## src/rtl/bird_pkg.sv

```systemverilog
// Shared types and constants for the bird motion controller and its sprite renderer.
package bird_pkg;

    typedef enum logic [1:0] {
        ST_IDLE,
        ST_FLY,
        ST_FALL,
        ST_GROUND
    } bird_state_e;

    localparam int FRAC_BITS = 4;
    localparam int ANGLE_MAX = 63;

    localparam logic [1:0] FRAME_0 = 2'd0;
    localparam logic [1:0] FRAME_1 = 2'd1;
    localparam logic [1:0] FRAME_2 = 2'd2;

    // Wing sequence 0,1,2,1 indexed by a 2-bit step.
    function automatic logic [1:0] frame_of_step(input logic [1:0] step);
        case (step)
            2'd0:    return FRAME_0;
            2'd2:    return FRAME_2;
            default: return FRAME_1;
        endcase
    endfunction

    // Triangle wave of the 5-bit bob counter, divided by 4; takes bits [4:2] only.
    function automatic logic [1:0] bob_offset(input logic [2:0] c_hi);
        return c_hi[2] ? ~c_hi[1:0] : c_hi[1:0];
    endfunction

endpackage

```

## src/rtl/bird_anim.sv

```systemverilog
// Wing-animation sequencer: divides frame ticks by ANIM_DIV and walks 0,1,2,1; freeze pins frame 1.
module bird_anim
    import bird_pkg::*;
#(
    parameter int ANIM_DIV = 4
) (
    input  logic       clk,
    input  logic       rstn,
    input  logic       tick,
    input  logic       freeze,
    input  logic       clear,
    output logic [1:0] status
);

    localparam logic [7:0] DIV_LAST = 8'(ANIM_DIV - 1);

    logic [7:0] div_reg, div_next;
    logic [1:0] step_reg, step_next;
    logic [1:0] status_reg, status_next;

    always_comb begin
        div_next    = div_reg;
        step_next   = step_reg;
        status_next = status_reg;
        if (tick) begin
            if (clear) begin
                div_next    = '0;
                step_next   = '0;
                status_next = FRAME_0;
            end else if (freeze) begin
                status_next = FRAME_1;
            end else if (div_reg == DIV_LAST) begin
                div_next    = '0;
                step_next   = step_reg + 2'd1;
                status_next = frame_of_step(step_next);
            end else begin
                div_next = div_reg + 8'd1;
            end
        end
    end

    always_ff @(posedge clk) begin
        if (!rstn) begin
            div_reg    <= '0;
            step_reg   <= '0;
            status_reg <= FRAME_0;
        end else begin
            div_reg    <= div_next;
            step_reg   <= step_next;
            status_reg <= status_next;
        end
    end

    assign status = status_reg;

endmodule

```

## src/rtl/bird_ctrl.sv

```systemverilog
// Per-frame bird physics and life-cycle FSM; feeds position, angle and sprite frame to the renderer.
module bird_ctrl
    import bird_pkg::*;
#(
    parameter int START_X     = 60,
    parameter int START_Y     = 200,
    parameter int GROUND_Y    = 400,
    parameter int GRAVITY     = 6,
    parameter int FLAP_V      = 90,
    parameter int MAX_VY      = 160,
    parameter int ANGLE_UP    = -16,
    parameter int ANGLE_STEP  = 3,
    parameter int HOLD_FRAMES = 8,
    parameter int ANIM_DIV    = 4
) (
    input  logic               clk,
    input  logic               rstn,
    input  logic               frame_tick,
    input  logic               flap,
    input  logic               start,
    input  logic               crash,
    output logic signed [15:0] pos_x,
    output logic signed [15:0] pos_y,
    output logic signed [7:0]  angle,
    output logic [1:0]         bird_status,
    output logic               alive,
    output logic               grounded
);

    localparam logic signed [19:0] START_Y_FP  = 20'(START_Y << FRAC_BITS);
    localparam logic signed [20:0] GROUND_FP   = 21'(GROUND_Y << FRAC_BITS);
    localparam logic signed [12:0] GRAV_C      = 13'(GRAVITY);
    localparam logic signed [12:0] MAX_VY_C    = 13'(MAX_VY);
    localparam logic signed [11:0] FLAP_VY     = 12'(-FLAP_V);
    localparam logic signed [8:0]  ANG_STEP_C  = 9'(ANGLE_STEP);
    localparam logic signed [8:0]  ANG_MAX_W   = 9'(ANGLE_MAX);
    localparam logic signed [7:0]  ANG_TOP     = 8'(ANGLE_MAX);
    localparam logic signed [7:0]  ANG_UP_C    = 8'(ANGLE_UP);
    localparam logic [7:0]         HOLD_C      = 8'(HOLD_FRAMES);

    bird_state_e        state_reg, state_next;
    logic signed [19:0] y_fp_reg, y_fp_next;
    logic signed [11:0] vy_reg, vy_next;
    logic signed [7:0]  angle_reg, angle_next;
    logic [7:0]         hold_reg, hold_next;
    logic [4:0]         bob_reg, bob_next;
    logic               pend_flap_reg, pend_start_reg, pend_crash_reg;

    logic               flap_e, start_e, crash_e;
    logic signed [12:0] vy_sum;
    logic signed [11:0] vy_grav, vy_n;
    logic signed [20:0] y_sum;
    logic signed [8:0]  ang_sum;
    logic signed [7:0]  ang_inc;
    logic               motion, flap_now, anim_clear, anim_freeze;

    // A pulse coinciding with the tick is honoured on that same tick.
    assign flap_e  = pend_flap_reg  | flap;
    assign start_e = pend_start_reg | start;
    assign crash_e = pend_crash_reg | crash;

    always_ff @(posedge clk) begin
        if (!rstn || frame_tick) begin
            pend_flap_reg  <= 1'b0;
            pend_start_reg <= 1'b0;
            pend_crash_reg <= 1'b0;
        end else begin
            pend_flap_reg  <= pend_flap_reg  | flap;
            pend_start_reg <= pend_start_reg | start;
            pend_crash_reg <= pend_crash_reg | crash;
        end
    end

    always_comb begin
        state_next = state_reg;
        y_fp_next  = y_fp_reg;
        vy_next    = vy_reg;
        angle_next = angle_reg;
        hold_next  = hold_reg;
        bob_next   = bob_reg;
        motion     = 1'b0;
        flap_now   = 1'b0;
        anim_clear = 1'b0;

        vy_sum  = $signed({vy_reg[11], vy_reg}) + GRAV_C;
        vy_grav = (vy_sum > MAX_VY_C) ? MAX_VY_C[11:0] : vy_sum[11:0];
        ang_sum = $signed({angle_reg[7], angle_reg}) + ANG_STEP_C;
        ang_inc = (ang_sum > ANG_MAX_W) ? ANG_TOP : ang_sum[7:0];

        if (frame_tick) begin
            case (state_reg)
                ST_IDLE: begin
                    if (start_e) begin
                        state_next = ST_FLY;
                        motion     = 1'b1;
                        flap_now   = 1'b1;
                    end else begin
                        bob_next  = bob_reg + 5'd1;
                        y_fp_next = START_Y_FP + {14'd0, bob_offset(bob_next[4:2]), 4'd0};
                    end
                end
                ST_FLY: begin
                    // Crash outranks flap; upward motion is killed, downward kept.
                    if (crash_e) begin
                        state_next = ST_FALL;
                        if (vy_reg < 0) vy_next = '0;
                    end else begin
                        motion   = 1'b1;
                        flap_now = flap_e;
                    end
                end
                ST_FALL: motion = 1'b1;
                ST_GROUND: begin
                    if (start_e) begin
                        state_next = ST_IDLE;
                        y_fp_next  = START_Y_FP;
                        vy_next    = '0;
                        angle_next = '0;
                        hold_next  = '0;
                        bob_next   = '0;
                        anim_clear = 1'b1;
                    end
                end
                default: state_next = ST_IDLE;
            endcase
        end

        vy_n  = flap_now ? FLAP_VY : vy_grav;
        y_sum = $signed({y_fp_reg[19], y_fp_reg}) + $signed({{9{vy_n[11]}}, vy_n});

        if (motion) begin
            vy_next = vy_n;
            if (state_reg == ST_FALL) begin
                angle_next = ang_inc;
            end else if (flap_now) begin
                angle_next = ANG_UP_C;
                hold_next  = HOLD_C;
            end else if (hold_reg != 8'd0) begin
                hold_next = hold_reg - 8'd1;
            end else begin
                angle_next = ang_inc;
            end

            if (y_sum < 0) begin
                y_fp_next = '0;
                vy_next   = '0;
            end else if (y_sum >= GROUND_FP) begin
                y_fp_next  = GROUND_FP[19:0];
                vy_next    = '0;
                angle_next = ANG_TOP;
                state_next = ST_GROUND;
            end else begin
                y_fp_next = y_sum[19:0];
            end
        end
    end

    always_ff @(posedge clk) begin
        if (!rstn) begin
            state_reg <= ST_IDLE;
            y_fp_reg  <= START_Y_FP;
            vy_reg    <= '0;
            angle_reg <= '0;
            hold_reg  <= '0;
            bob_reg   <= '0;
        end else begin
            state_reg <= state_next;
            y_fp_reg  <= y_fp_next;
            vy_reg    <= vy_next;
            angle_reg <= angle_next;
            hold_reg  <= hold_next;
            bob_reg   <= bob_next;
        end
    end

    // Freeze follows the state being entered so the sprite changes on the same tick.
    assign anim_freeze = (state_next == ST_FALL) || (state_next == ST_GROUND);

    bird_anim #(
        .ANIM_DIV(ANIM_DIV)
    ) u_anim (
        .clk   (clk),
        .rstn  (rstn),
        .tick  (frame_tick),
        .freeze(anim_freeze),
        .clear (anim_clear),
        .status(bird_status)
    );

    assign pos_x    = 16'(START_X);
    assign pos_y    = y_fp_reg[19:4];
    assign angle    = angle_reg;
    assign alive    = (state_reg == ST_IDLE) || (state_reg == ST_FLY);
    assign grounded = (state_reg == ST_GROUND);

endmodule

```

## config.mk

```make
export PLATFORM = sky130hd
export DESIGN_NAME = bird_ctrl
export DESIGN_NICKNAME = d
export VERILOG_FILES = /design/src/rtl/bird_pkg.sv /design/src/rtl/bird_anim.sv /design/src/rtl/bird_ctrl.sv
export SDC_FILE = /design/constraint.sdc
export NUM_CORES = 1
export LEC_CHECK = 0
export ABC_AREA = 1
export BUFFER_PORTS_ARGS = -buffer_cell sky130_fd_sc_hd__buf_2
export CAP_MARGIN = 20
export CORE_ASPECT_RATIO = 1.4
export CORE_MARGIN = 1
export CORE_UTILIZATION = 30
export DETAILED_ROUTE_END_ITERATION = 8
export GPL_TIMING_DRIVEN = 0
export PLACE_DENSITY_LB_ADDON = 0.05
export SYNTH_ARGS = -nofsm -noshare
export SYNTH_HDL_FRONTEND = slang
export SYNTH_SLANG_ARGS = --single-unit
export TNS_END_PERCENT = 50
```

## constraint.sdc

```tcl
create_clock -name clk -period 7.7 [get_ports clk]
set_clock_uncertainty 0.1 [all_clocks]
set_input_delay 1.54 -clock clk [delete_from_list [all_inputs] [get_ports clk]]
set_output_delay 1.54 -clock clk [all_outputs]
set_load 0.005 [all_outputs]
```

==> results.yml, run 1 <==
sta:
  slew_viol_final: 0
  max_freq_mhz: 174
  hold_viol_final: 0
  worst_pin_slew_ps: 1040
  fin_crit_ps: 5730
  rsz0062_at_grt: "false"
  maxSlewHeadroom_pct: 30.2
  holdWs_ps: 341
  setup_violations: 0
  setup_tns_ps: 0
  timing.final.crit_share_pct: 74.5
drt:
  drc: 0
  vias: 5233
  viasPerCell: 4.77
  drtIter0Drc: 228
  wire_per_inst_um: 14.3
  ant_nets: 0
  drt_pass1_iterations: 4
  routed_wl_mm: 15.6
logic_synthesis:
  synth_cell_type_count: 46
  yosysTopAreaCellShare_pct: 26.8
  synth-compound-area-share_pct: 16.5
  ys.flop_type: "dfxtp_1"
  synthCells: 804
  ys_ff_latch: 70
  synth_top_family_by_area: "simple AND/OR/NAND/NOR gates"
  syn_avg_cell_area_sq_um: 6.50
  synth-seq-area-share_pct: 26.8
  synth_area_leaders: "dfxtp_1, nand2_1, a21oi_1, ha_1, nor2_1"
  ys_async_sr_fraction_pct: 0
  yosysTopAreaCell: "dfxtp_1"
  yosysWarnings: 0
  syn_area_sq_um: 5230
  synth-xor-area-share_pct: 3.52
  muxShareOfSynthArea_pct: 0
  synthAdderAreaFrac_pct: 8.04
  synthSimpleGateAreaFrac_pct: 33.0
  synth_edf_count: 0
clocking:
  post_cts.repair.setup_buffers: 0
  clk_latency_ps: 350
  clockBufferDepth: 2
  cts.clk_slew.worst_paths_ps: 60
  numCtsBuffers: 9
  cts_tree: "yes"
  holdBufCountCts: 0
  root_buffer: "clkbuf_16"
  post_cts_resized: 0
  clock_sinks: 70
  h-tree-depth: 3
power_and_ir_drop:
  switching_share_pct: 46.8
  p_per_area_nw_per_um2: 320
  p_leak_nw: 2.75
  comb_power_share_pct: 51.7
  p_total_mw: 1.93
  internal-power_mw: 1.03
  p_seq_share_pct: 25.7
  p_sw_mw: 0.903
  ir_drop_v: 0.000129
  p_clk_share_pct: 22.6
die:
  start_util_pct: 31.0
  die_w_um: 114
  coreArea_sq_um: 16900
  dieArea_sq_um: 18000
  die_y_um: 158
  num_rows: 56
  io_pins: 50
global_routing:
  grt_usage_pct: 18.3
  grt_pass1_wl_mm: 25.0
  grt_antenna_before_repair: 0
  grt_max_degree: 15
  grt_pass1_vias: 5010
  overflow: 0
critical_path:
  worstPathArrival_ps: 5870
  rrSetupSlack_ps: 2800
  cp.required_ps: 7840
  cp-end-kind: "flop"
  crit_type: "primary input to flop"
  critPathLaunchType: "primary input"
  slowest_stage: "a21oi_2"
  cpPeakStageDelay_ps: 470
  cp_num_buf_inv: 3
  cp_cell_sequence: "buf_2 > nor2_1 > inv_1 > nor2_1 > nand2_1 > a21oi_2 > inv_1 > nand2_1 > ha_1 > a21oi_1 > o21ai_0 > a21oi_1 > nand2_1 > a21oi_2 > xor2_1 > nor2_1 > nand2_4 > nand2_1 > nand2_1 > nand2_2 > nor2_1 > nor2_1"
  crit_path_max_fanout: 10
  path_delay_family: "simple AND/OR/NAND/NOR gates"
outcome:
  status: "finished clean"
cells_and_area:
  final_cell_mix: "nand2_1, a21oi_1, nor2_1"
  num_antenna_cells: 0
  largest_register_ff_count: 20
  area_growth_pct: 15.5
  drive_gt1_share_pct: 14.4
  final_common_cell: "nand2_1"
  layout.nets: 900
run:
  maxCapViolCount: 0
place:
  hpwl_mm: 12.5
  place.gp.congestion: 0.826
  port_buffers: 32
worst_hold_path:
  hp-class: "flop to flop"
power groups by stage:
stage	Sequential [mW]	Combinational [mW]	Clock, mW
3_3_place_gp	0.506	0.992	0
5_1_grt	0.508	1.13	0.460
4_1_cts	0.499	1.01	0.449
3_5_place_dp	0.506	1.00	0
6_report	0.497	0.998	0.436
2_1_floorplan	0.484	0.735	0
synthesized netlist by cell type (2+ instances only):
cell type  instances
a2111oi_0          3
a211oi_1           3
a21o_1             2
a21oi_1           82
a21oi_2            2
a22oi_1            2
a31oi_1            4
buf_4             33
clkbuf_1          12
clkinv_1           3
conb_1             2
dfxtp_1           70
ha_1              32
inv_1             77
inv_2              6
nand2_1          207
nand2_2           13
nand2_4            2
nand3_1           48
nand3_2            4
nand3b_1           6
nand4_1            7
nor2_1            78
nor2_2             4
nor2_4             2
nor3_1            12
nor4_1             4
o211ai_1           3
o21a_1             2
o21ai_0           35
o21bai_1           4
o311ai_0           2
o32ai_1            2
or2_2              5
xnor2_1            9
xor2_1            12
worst register-to-register path: cells and delay by family (launching register included):
family	cells	cell delay (ps)
flip-flops	1	370
AO/OA/AOI/OAI	2	290
adder cells (fa/ha/maj)	3	880
XOR/XNOR	1	310
AND/OR/NAND/NOR	21	2390
buffers and inverters	5	460
final cells by class:
type	instances	area [sq um]
clock buffer	9	225
inverter	86	323
tap	232	290
multi-input combinational	615	3250
sequential	70	1400
fill	1903	10800
timing repair buffer	32	160
clock inverter	7	81.3
buffer	47	309
worst paths after layout:
kind	cells past startpoint	to	start
min	2	vy_reg[0]$_SDFFE_PN0P_	vy_reg[0]$_SDFFE_PN0P_
min reg2reg	2	vy_reg[0]$_SDFFE_PN0P_	vy_reg[0]$_SDFFE_PN0P_
max reg2reg	32	u_anim.status[0]$_SDFFE_PN0P_	vy_reg[1]$_SDFFE_PN0P_
max	22	u_anim.status[0]$_SDFFE_PN0P_	crash
through the flow:
stage | util, % | setup slack [ps] | instance area [sq um] | instances
6_report | 35.8 | 1970 | 6040 | 1098
5_1_grt | 35.8 | 1530 | 6040 | 1098
4_1_cts | 35.8 | 1860 | 6040 | 1098
3_5_place_dp | 33.9 | 1510 | 5730 | 1082
3_3_place_gp | 33.9 | 1510 | 5730 | 1082
2_1_floorplan | - | 3030 | 5280 | 818
per-layer routing:
metal / vias up / track usage (%) / share of wire (%)
li1: 2711 / - / -
met1: 2449 / 19.5 / 41
met2: 63 / 35.9 / 55
met3: 10 / 1.95 / 2.4
met4: 0 / 7.52 / 1.3
met5: - / 0 / 0
cells by family (layout without fill, tap and decap cells):
family | Yosys count | in the layout
compound gates | 151 | 151
xor+xnor | 21 | 21
fa+ha+maj | 33 | 33
buf+inv | 133 | 181
flops | 70 | 70
other cells | 2 | 16
simple gates | 394 | 394
Power figures use the tool's default switching activity.
==> run 2: changes to the inputs <==
Clock period 7.7 ns to 5.06 ns, I/O delays scaled along.
==> results.yml, run 2 (same netlist as run 1, synthesis figures left out) <==
die:
  num_rows: 56
  start_util_pct: 31.0
  die_w_um: 114
  io_pins: 50
  dieArea_sq_um: 18000
  die_y_um: 158
  coreArea_sq_um: 16900
sta:
  timing.final.crit_share_pct: 92.0
  slew_viol_final: 0
  hold_viol_final: 0
  worst_pin_slew_ps: 1060
  maxSlewHeadroom_pct: 28.6
  holdWs_ps: 342
  setup_violations: 0
  fin_crit_ps: 4650
  max_freq_mhz: 215
drt:
  wire_per_inst_um: 14.2
  viasPerCell: 4.78
  drc: 0
  ant_nets: 0
  vias: 5281
  routed_wl_mm: 15.7
  drtIter0Drc: 284
  drt_pass1_iterations: 4
place:
  place.gp.congestion: 0.826
  hpwl_mm: 12.5
  port_buffers: 32
cells_and_area:
  drive_gt1_share_pct: 16.2
  final_common_cell: "nand2_1"
  final_cell_mix: "nand2_1, a21oi_1, inv_1"
  layout.nets: 906
  post-route-util_pct: 36.4
  largest_register_ff_count: 20
  area_growth_pct: 17.4
  num_antenna_cells: 0
critical_path:
  cp-end-kind: "flop"
  slowest_stage: "ha_1"
  cp.required_ps: 5180
  path_delay_family: "simple AND/OR/NAND/NOR gates"
  cp.depth: 24
  reg2reg_to: "u_anim.step_reg[1]$_SDFFE_PN0P_"
  crit_type: "primary input to flop"
  crit_end: "u_anim.step_reg[1]$_SDFFE_PN0P_"
  worstSetupStartpoint: "crash"
  cp_cell_sequence: "buf_2 > nor2_1 > inv_1 > nor2_1 > nand2_1 > a21oi_4 > clkinvlp_4 > buf_4 > nand2_2 > ha_1 > a21oi_1 > o21ai_0 > a21oi_1 > nand2_1 > a21oi_2 > xor2_2 > nor2_1 > nand2_4 > nand3_2 > nand2_2 > buf_6 > nand3_1 > nand2_1 > nor2_1"
  worstPathArrival_ps: 4780
  crit_path_max_fanout: 10
  crit_top_cell: "nor2_1"
  cpPeakStageDelay_ps: 340
  cp_num_buf_inv: 5
  rrSetupSlack_ps: 520
  worstRegToRegCells: 35
  reg2reg_from: "vy_reg[1]$_SDFFE_PN0P_"
  critPathLaunchType: "primary input"
global_routing:
  use_met3_pct: 1.95
  gr-usage-met2_pct: 35.9
  overflow: 0
  grtUsageMet1_pct: 19.5
  grt_max_degree: 15
  grt_usage_pct: 18.3
  grt_pass1_vias: 5005
  grt_antenna_before_repair: 0
  grt_busiest_layer: "met2"
  grt_pass1_wl_mm: 25.0
power_and_ir_drop:
  p_per_area_nw_per_um2: 487
  p_leak_nw: 2.78
  ir_drop_v: 0.000201
clocking:
  root_buffer: "clkbuf_16"
  cts_tree: "yes"
  numCtsBuffers: 9
  cts.clk_slew.worst_paths_ps: 60
  clk_latency_ps: 350
  h-tree-depth: 3
  clockBufferDepth: 2
  clock_sinks: 70
outcome:
  status: "finished clean"
worst_hold_path:
  hp-class: "flop to flop"
run:
  maxCapViolCount: 0
==> run 2: cell type report <==
| cell class | count | area (sq um) |
|---|---|---|
| flip-flops and latches | 70 | 1400 |
| clock inverters | 7 | 81.3 |
| plain buffers | 47 | 312 |
| fillers | 1898 | 10700 |
| inverters | 86 | 327 |
| repair buffers | 38 | 205 |
| well taps | 232 | 290 |
| clock buffers | 9 | 225 |
| multi-input cells | 615 | 3300 |
==> run 2: metrics by stage <==
stage	instance area [sq um]	total power [mW]	worst slack (ps)	instances	TNS (ps)
final	6140	2.99	405	1104	0
after global routing	6140	3.24	-0.721	1104	-0.721
after CTS	6050	2.98	10.0	1098	0
after detailed placement	5730	2.30	-601	1082	-19360
after global placement	5730	2.28	-603	1082	-18100
after floorplan	5280	1.85	922	818	0
==> run 2: worst reg2reg max path: cells and delay by family, from the launching register on <==
family	cells	cell delay [ps]
AO/OA/AOI/OAI	2	380
adder cells (fa/ha/maj)	3	870
buffers and inverters	7	680
flip-flops	1	340
AND/OR/NAND/NOR	23	2030
==> run 2: repair_timing <==
| item | CTS | global route |
|---|---|---|
| endpoints found under the setup margin | 38 | 42 |
| buffers inserted | 0 | 6 |
| endpoints found under the hold margin | 0 | 0 |
| resized for setup | 2 | 14 |
| pin swaps | 0 | 3 |
| hold buffers | 0 | 0 |
==> run 2: power breakdown <==
group | internal (mW) | total (mW) | switching (mW)
registers | 0.651 | 0.758 | 0.107
clock network | 0.388 | 0.667 | 0.279
logic | 0.554 | 1.56 | 1.01
==> run 2: worst min path at each step <==
stage | from | end | slack [ps] | cells after the start
6_report | vy_reg[0]$_SDFFE_PN0P_ | vy_reg[0]$_SDFFE_PN0P_ | 340 | 2
4_1_cts | vy_reg[0]$_SDFFE_PN0P_ | vy_reg[0]$_SDFFE_PN0P_ | 340 | 2
3_5_place_dp | vy_reg[0]$_SDFFE_PN0P_ | vy_reg[0]$_SDFFE_PN0P_ | 330 | 2
5_1_grt | vy_reg[0]$_SDFFE_PN0P_ | vy_reg[0]$_SDFFE_PN0P_ | 360 | 2
3_3_place_gp | vy_reg[0]$_SDFFE_PN0P_ | vy_reg[0]$_SDFFE_PN0P_ | 320 | 2
2_1_floorplan | vy_reg[0]$_SDFFE_PN0P_ | vy_reg[0]$_SDFFE_PN0P_ | 310 | 2
==> run 2: routing by layer <==
layer / share of wire (%) / up-vias
met2: 55 / 62
met1: 41 / 2486
met3: 1.8 / 17
met4: 1.9 / 0
met5: 0 / -
li1: - / 2716
==> run 3: changes to the inputs <==
Settings changed: SYNTH_HIERARCHICAL set to 1.
==> results.yml, run 3 <==
drt:
  drc: 0
  vias: 5229
  drtIter0Drc: 252
  routed_wl_mm: 15.5
  viasPerCell: 4.68
  wire_per_inst_um: 13.9
  drt_pass1_iterations: 4
  ant_nets: 0
place:
  place.gp.congestion: 0.829
  dpl.cell_count: 1090
  hpwl_mm: 12.4
  port_buffers: 33
  place_area_sq_um: 5900
logic_synthesis:
  synth-seq-area-share_pct: 26.0
  synth_cell_type_count: 52
  synth_edf_count: 0
  ys_ff_latch: 70
  synth-compound-area-share_pct: 15.9
  syn_avg_cell_area_sq_um: 6.68
  yosysTopAreaCell: "dfxtp_1"
  ys_async_sr_fraction_pct: 0
  synthAdderAreaFrac_pct: 8.04
  ys_top_cells_by_count: "nand2_1, nor2_1, inv_1"
  synthSimpleGateAreaFrac_pct: 33.2
  synth-xor-area-share_pct: 4.05
  syn_area_sq_um: 5380
  yosysWarnings: 6
  yosysMostFrequentCell: "nand2_1"
  muxShareOfSynthArea_pct: 0
  synthCells: 806
  yosysTopAreaCellShare_pct: 26.0
  synth_area_leaders: "dfxtp_1, nand2_1, ha_1, a21oi_1, nor2_1"
  ys.flop_type: "dfxtp_1"
  synth_top_family_by_area: "simple AND/OR/NAND/NOR gates"
die:
  dieArea_sq_um: 18500
  start_util_pct: 30.8
  coreArea_sq_um: 17500
  io_pins: 50
  die_w_um: 115
  num_rows: 57
  die_y_um: 160
critical_path:
  reg2reg_to: "u_anim/div_reg[5]$_SDFFE_PN0P_"
  cp_num_buf_inv: 7
  slowest_stage: "fa_2"
  path_delay_family: "simple AND/OR/NAND/NOR gates"
  critPathLaunchType: "primary input"
  cpPeakStageDelay_ps: 350
  reg2reg_from: "vy_reg[1]$_SDFFE_PN0P_"
  worstRegToRegCells: 44
  cp-end-kind: "flop"
  rrSetupSlack_ps: 410
  crit_type: "primary input to flop"
  crit_path_max_fanout: 7
  worstPathArrival_ps: 4820
  worstSetupStartpoint: "start"
  crit_top_cell: "nand2_1"
  cp.required_ps: 5200
cells_and_area:
  final_common_cell: "nand2_1"
  multi_input_area_sq_um: 3470
  stdcell_area_sq_um: 6460
  layout.cells.non_filler: 1117
  post-route-util_pct: 37.0
  seqCellArea_sq_um: 1410
  layout.nets: 916
  num_antenna_cells: 0
  largest_register_ff_count: 20
  nFillCells: 1939
  area_growth_pct: 20.1
  final_cell_mix: "nand2_1, nor2_1, inv_1"
  drive_gt1_share_pct: 21.3
sta:
  slew_viol_final: 0
  fin_crit_ps: 4680
  worst_pin_slew_ps: 829
  hold_viol_final: 0
  setup_violations: 0
  timing.final.crit_share_pct: 92.5
  maxSlewHeadroom_pct: 44.2
  setup_tns_ps: 0
  max_freq_mhz: 214
global_routing:
  grt_usage_pct: 17.4
  grt_pass1_vias: 4941
  overflow: 0
  grt_antenna_before_repair: 0
  grt_max_degree: 14
  grt_pass1_wl_mm: 24.6
clocking:
  cts.clk_slew.worst_paths_ps: 60
  h-tree-depth: 3
  clock_sinks: 70
  clk_latency_ps: 350
  numCtsBuffers: 9
  clockBufferDepth: 2
  root_buffer: "clkbuf_16"
  cts_tree: "yes"
power_and_ir_drop:
  ir_drop_v: 0.000186
  p_leak_nw: 2.84
  p_total_mw: 3.08
  p_per_area_nw_per_um2: 476
worst_hold_path:
  min_to: "u_anim/status[1]$_SDFFE_PN0P_"
  hold_start: "u_anim/status[1]$_SDFFE_PN0P_"
  hold_path_depth: 2
  hp-class: "flop to flop"
outcome:
  status: "finished clean"
run:
  maxCapViolCount: 0
[run 3: final cells by class]
cell class | count | share of cell area [%]
multi-input cells | 614 | 53.7
clock buffers | 11 | 3.91
inverters | 88 | 5.25
repair buffers | 46 | 4.26
plain buffers | 47 | 5.27
clock inverters | 5 | 1.26
well taps | 236 | 4.57
flip-flops and latches | 70 | 21.8
[run 3: repair_timing]
| action | 4_1_cts | 5_1_grt |
|---|---|---|
| endpoints found under the setup margin | 13 | 12 |
| pin swaps | 4 | 6 |
| gates resized for setup | 15 | 22 |
| hold buffers | 0 | 0 |
| buffers inserted | 2 | 10 |
| cloned | 0 | 0 |
[run 3: cells by family (layout without fill, tap and decap cells)]
kind of cell / Yosys count / in the layout
and+or+nand+nor: 391 / 391
AOI/OAI and AO/OA: 149 / 149
buffers and inverters: 136 / 197
DFF: 70 / 70
adders and majority gates: 34 / 34
xor gates and xnor gates: 24 / 24
other: 2 / 16
[run 3: where the power goes]
part	internal (mW)	total [mW]	switching, mW
Clock	0.459	0.719	0.260
Sequential	0.646	0.732	0.0863
Combinational	0.601	1.62	1.02
Total	1.70	3.08	1.37
[run 3: through the flow]
stage / hold slack, ps / setup slack (ps)
detailed placement: 359 / -1020
global route: 386 / -27.1
CTS: 368 / 49.1
finish: 361 / 378
floorplan: 333 / 260
global placement: 349 / -1550
[run 3: tightest hold or removal path: stages (launching register included)]
cell     delay, ps
dfxtp_1        310
nand2_1         60
a21oi_1         50
[run 3: per-layer routing]
metal | track usage (%) | part of all wire (%) | up-vias
met1 | 18.2 | 40 | 2410
met4 | 6.67 | 2.1 | 0
met5 | 0 | 0 | -
met3 | 2.60 | 2.4 | 20
li1 | - | - | 2730
met2 | 33.9 | 55 | 69
[run 3: worst max-delay path by stage]
stage / to / slack, ps / depth (start not counted)
final: u_anim/div_reg[5]$_SDFFE_PN0P_ / 380 / 38
after global routing: u_anim/div_reg[5]$_SDFFE_PN0P_ / -30 / 44
after CTS: u_anim/div_reg[5]$_SDFFE_PN0P_ / 50 / 41
after detailed placement: u_anim/div_reg[5]$_SDFFE_PN0P_ / -1020 / 33
after global placement: u_anim/div_reg[5]$_SDFFE_PN0P_ / -1550 / 31
after floorplan: u_anim/div_reg[5]$_SDFFE_PN0P_ / 260 / 31
